## src/rtl/riscv_pkg.sv

```systemverilog
// Shared RISC-V pipeline encodings: writeback result-source select and register-file index constants.
package riscv_pkg;

  localparam int         REG_ADDR_W = 5;
  localparam logic [4:0] X0_IDX     = 5'd0;

  typedef enum logic [1:0] {
    RESULT_ALU  = 2'b00,
    RESULT_MEM  = 2'b01,
    RESULT_PC4  = 2'b10,
    RESULT_RSVD = 2'b11
  } result_src_e;

endpackage

```

## src/rtl/wb_result_mux.sv

```systemverilog
// Writeback result selector; purely combinational so the forwarding unit sees it in the same cycle.
module wb_result_mux
  import riscv_pkg::*;
#(
  parameter int XLEN = 32
) (
  input  logic [1:0]      result_src,
  input  logic [XLEN-1:0] alu_result,
  input  logic [XLEN-1:0] mem_data,
  input  logic [XLEN-1:0] pc_plus4,
  output logic [XLEN-1:0] result
);

  always_comb begin
    result = alu_result;
    case (result_src_e'(result_src))
      RESULT_ALU:  result = alu_result;
      RESULT_MEM:  result = mem_data;
      RESULT_PC4:  result = pc_plus4;
      // reserved encoding falls back to the ALU path
      RESULT_RSVD: result = alu_result;
      default:     result = alu_result;
    endcase
  end

endmodule

```

## src/rtl/wb_regfile.sv

```systemverilog
// Integer register file with writeback result mux, same-cycle write-to-read bypass and a committed-write counter.
module wb_regfile
  import riscv_pkg::*;
#(
  parameter int XLEN = 32,
  parameter int NREG = 32
) (
  input  logic                  clk,
  input  logic                  reset,
  input  logic [XLEN-1:0]       PC_plus4_In,
  input  logic [XLEN-1:0]       Read_Data_In,
  input  logic [XLEN-1:0]       ALU_Result_In,
  input  logic [REG_ADDR_W-1:0] Rd_In,
  input  logic                  Reg_write_In,
  input  logic [1:0]            ResultSrc_In,
  input  logic [REG_ADDR_W-1:0] Rs1_Addr,
  input  logic [REG_ADDR_W-1:0] Rs2_Addr,
  output logic [XLEN-1:0]       Rs1_Data,
  output logic [XLEN-1:0]       Rs2_Data,
  output logic [XLEN-1:0]       Wb_Result,
  output logic [31:0]           Wr_Count
);

  // x0 is hardwired, so only x1..x(NREG-1) are stored
  logic [XLEN-1:0] regs [1:NREG-1];
  logic [31:0]     wr_count_q;
  logic            wr_en;

  function automatic logic addr_stored(input logic [REG_ADDR_W-1:0] addr);
    return (addr != X0_IDX) && (int'(addr) < NREG);
  endfunction

  wb_result_mux #(
    .XLEN(XLEN)
  ) u_result_mux (
    .result_src(ResultSrc_In),
    .alu_result(ALU_Result_In),
    .mem_data  (Read_Data_In),
    .pc_plus4  (PC_plus4_In),
    .result    (Wb_Result)
  );

  assign wr_en = Reg_write_In && addr_stored(Rd_In);

  always_ff @(posedge clk or negedge reset) begin
    if (!reset) begin
      for (int i = 1; i < NREG; i++) begin
        regs[i] <= '0;
      end
    end else if (wr_en) begin
      regs[Rd_In] <= Wb_Result;
    end
  end

  always_ff @(posedge clk or negedge reset) begin
    if (!reset) begin
      wr_count_q <= '0;
    end else if (wr_en) begin
      wr_count_q <= wr_count_q + 32'd1;
    end
  end

  assign Wr_Count = wr_count_q;

  // Read ports are forced to zero while reset is held; bypass takes priority over the array.
  always_comb begin
    Rs1_Data = '0;
    if (reset) begin
      if (wr_en && (Rs1_Addr == Rd_In)) begin
        Rs1_Data = Wb_Result;
      end else if (addr_stored(Rs1_Addr)) begin
        Rs1_Data = regs[Rs1_Addr];
      end
    end
  end

  always_comb begin
    Rs2_Data = '0;
    if (reset) begin
      if (wr_en && (Rs2_Addr == Rd_In)) begin
        Rs2_Data = Wb_Result;
      end else if (addr_stored(Rs2_Addr)) begin
        Rs2_Data = regs[Rs2_Addr];
      end
    end
  end

endmodule
```

## config.mk

```make
export PLATFORM = sky130hd
export DESIGN_NAME = wb_regfile
export DESIGN_NICKNAME = d
export VERILOG_FILES = /design/src/rtl/riscv_pkg.sv /design/src/rtl/wb_result_mux.sv /design/src/rtl/wb_regfile.sv
export SDC_FILE = /design/constraint.sdc
export NUM_CORES = 2
export LEC_CHECK = 0
export BUFFER_PORTS_ARGS = -buffer_cell sky130_fd_sc_hd__buf_2
export CAP_MARGIN = 10
export CORE_ASPECT_RATIO = 1.2
export CORE_MARGIN = 4
export CORE_UTILIZATION = 49
export DETAILED_ROUTE_END_ITERATION = 16
export PLACE_DENSITY_LB_ADDON = 0.2
export SYNTH_ARGS = -nofsm -noshare
export SYNTH_HDL_FRONTEND = slang
export SYNTH_SLANG_ARGS = --single-unit
```

## constraint.sdc

```tcl
create_clock -name clk -period 2.59 [get_ports clk]
set_clock_uncertainty 0.15 [all_clocks]
set_input_delay 0.1295 -clock clk [delete_from_list [all_inputs] [get_ports clk]]
set_output_delay 0.1295 -clock clk [all_outputs]
set_load 0.01 [all_outputs]
```

==> flow_metrics.py <==
metrics = {
    "sta": {
        "finalCritPeriodShare": 1.15,
        "worst_pin_slew_ns": 1.07,
        "period_minus_slack_ns": 2.98,
        "whs_ns": 0.00617,
        "relSlewSlack": 0.287,
        "slew_violations": 0,
        "finalSetupViolations": 55,
        "rsz0062_at_grt": "yes",
        "setup_slack_ns": -0.386,
        "hold_viol": 0,
        "max_freq_mhz": 336,
    },
    "routing": {
        "wl_met1_mm": 76.1,
        "drt_iter0_markers": 4886,
        "firstDrtPassIters": 5,
        "vias": 44695,
        "via_per_inst": 6.46,
        "ant_nets": 0,
        "wire_per_inst_um": 28.2,
        "wl_met2_mm": 88.9,
        "dr.max_layer_used": "met5",
        "routed_wl_mm": 195,
        "met3_wirelength_mm": 20.5,
        "drc": 0,
    },
    "logic_synthesis": {
        "synth_compound_area_frac": 0.143,
        "synth_top_family_by_area": "multiplexers",
        "yosysTopAreaCell": "dfrtp_1",
        "synth-edff-count": 0,
        "syn_area_per_cell_um2": 10.7,
        "synth-adder-area-share": 0.000692,
        "ys_ff_latch": 1024,
        "synth.distinct_cells": 57,
        "async_flop_share": 1.00,
        "synthesis.nets": 5195,
        "ys_warn_count": 0,
        "synth_flop_cell": "dfrtp_1",
        "synth_xor_area_frac": 0.00662,
        "synthMuxAreaShare": 0.228,
        "syn_inst": 5076,
        "synthTopCellsByArea": "dfrtp_1 (47%), mux4_2 (19%), o21ai_0 (9.7%), nand2_1 (8.1%), clkbuf_1 (2.5%)",
        "netlist_area_um2": 54200,
        "synthSimpleGateAreaFrac": 0.105,
        "ys_seq_area_frac": 0.472,
        "yosysTopAreaCellShare": 0.472,
    },
    "setup_path": {
        "worst_setup_path_end_kind": "output port",
        "path_max_fanout": 3,
        "rr_worst_depth": 8,
        "worst-setup-path-type": "flop to output port",
        "worstSetupStartpointType": "flop",
        "cp.required_ns": 2.31,
        "critPathArrivalTime_ns": 2.70,
    },
    "power": {
        "powerDensity_nw_per_um2": 725,
        "power_mw": 47.7,
        "vdd.ir_drop.worst_v": 0.000540,
        "p_leak_nw": 29.0,
    },
    "clock_network": {
        "cts_made_buffers": 107,
        "clockRootBuffer": "clkbuf_16",
        "clk_latency_ns": 0.72,
        "clockBufferDepth": 3,
        "clk_pin_slew_ns": 0.07,
        "h-tree-depth": 3,
        "cts_tree": "yes",
        "clock_sinks": 1024,
    },
    "die": {
        "die_w_um": 312,
        "core_um2": 110000,
        "start_util": 0.495,
        "core.rowCount": 133,
        "ios": 244,
        "die_area_um2": 116000,
        "die_height_um": 372,
    },
    "final_layout": {
        "drive_above_1_share": 0.301,
        "layout.nets": 5534,
        "final_cell_mix": "nand2_1 (1,106), o21ai_0 (1,033), dfrtp_1 (1,024)",
        "area_growth_syn_to_layout_pct": 21.2,
        "instances_no_fill": 6924,
        "mostFrequentLayoutCell": "nand2_1",
    },
    "hold_path": {
        "hp-class": "input pin to flop",
        "whs_path_depth": 5,
    },
    "global_routing": {
        "grt_first_pass_wirelength_mm": 290,
        "grtUsageTotal": 0.335,
        "grt_overflow_total": 0,
        "antenna_found_initial": 6,
        "grt_max_degree": 118,
        "grt_pass1_vias": 44367,
    },
    "placed_design": {
        "io_buffer_count": 243,
        "dp_hpwl_mm": 121,
        "gp_congestion": 0.868,
        "dp.cells": 6556,
    },
    "job": {
        "drv_cap": 0,
    },
    "run_status": {
        "status": "finished, violations left",
        "violations": "negative setup slack",
    },
}
-- kinds of logic after synthesis --
kind of cell               after synthesis
and+or+nand+nor                       1410
adders and majority gates                3
muxes                                  663
DFF                                   1024
buffers and inverters                  556
xor gates and xnor gates                41
AOI/OAI and AO/OA                     1379
-- stage by stage --
step / util / area [µm²] / setup slack, ns / TNS (ns)
2_1_floorplan: - / 54200 / 0.523 / 0
3_3_place_gp: 0.538 / 59000 / -0.194 / -0.752
3_5_place_dp: 0.538 / 59000 / -0.184 / -0.585
4_1_cts: 0.593 / 65000 / -0.397 / -10.62
5_1_grt: 0.600 / 65700 / -0.437 / -10.05
6_report: 0.600 / 65800 / -0.386 / -7.26
-- registers in the layout (all words and copies together) (netlist names) --
name	count
regs	992
Wr_Count	32
-- cell type report --
cell class / instances / area, µm²
well taps: 1417 / 1770
flip-flops and latches: 1024 / 25600
clock inverters: 43 / 509
multi-input cells: 3496 / 27700
inverters: 40 / 154
fillers: 8820 / 43900
clock buffers: 154 / 3180
repair buffers: 746 / 6790
diodes: 4 / 10.0
-- where the power goes --
group	internal (mW)	total, mW	switching (mW)
logic	5.32	10.5	5.20
clock network	9.42	16.2	6.80
registers	18.7	20.9	2.19
total	33.5	47.7	14.2
-- worst max-delay path, stage by stage (launching register included) --
cell and delay, ns:
dfrtp_1 0.40, mux4_2 0.48, mux4_2 0.50, mux2i_4 0.25, buf_6 0.15, a21oi_2 0.04
buf_2 0.14
-- path summary, 6_finish.rpt --
check                                    startpoint                       end  slack (ns)
max                           regs[642]$_DFFE_PN0P_               Rs2_Data[2]       -0.39
min                                        Rd_In[3]   Wr_Count[0]$_DFFE_PN0P_       0.006
max reg2reg                 Wr_Count[2]$_DFFE_PN0P_  Wr_Count[25]$_DFFE_PN0P_        0.18
min reg2reg                Wr_Count[31]$_DFFE_PN0P_  Wr_Count[31]$_DFFE_PN0P_        0.32
max in group asynchronous                     reset     regs[720]$_DFFE_PN0P_        0.64
min in group asynchronous                     reset     regs[343]$_DFFE_PN0P_        0.10
-- per-layer routing --
layer,GRT usage,vias to the layer above
met5,0.0177,-
met4,0.147,8
met3,0.0835,535
met2,0.524,2457
met1,0.446,22624
li1,-,19071
-- Yosys cell counts (20+ instances only) --
library cell,number
xnor2_1,21
inv_1,36
xor2_1,20
o21a_1,33
a22oi_1,33
mux2i_1,114
a211oi_1,39
nor3_1,43
mux2_2,102
o21ai_0,1046
a31oi_1,27
nor2_1,63
nor2b_1,29
nand3_1,48
clkbuf_1,364
dfrtp_1,1024
buf_4,38
a221oi_1,62
nand2_1,1171
buf_2,87
a21oi_1,45
mux4_2,447
o22ai_1,29
-- what timing repair did --
item                       4_1_cts  5_1_grt
hold buffers                    64        2
pin swaps                       77       42
setup endpoints to repair       62       66
gates resized for setup        202       91
hold endpoints to repair      1319        5
setup buffers                   80       35
(Power assumes the default switching activity.)
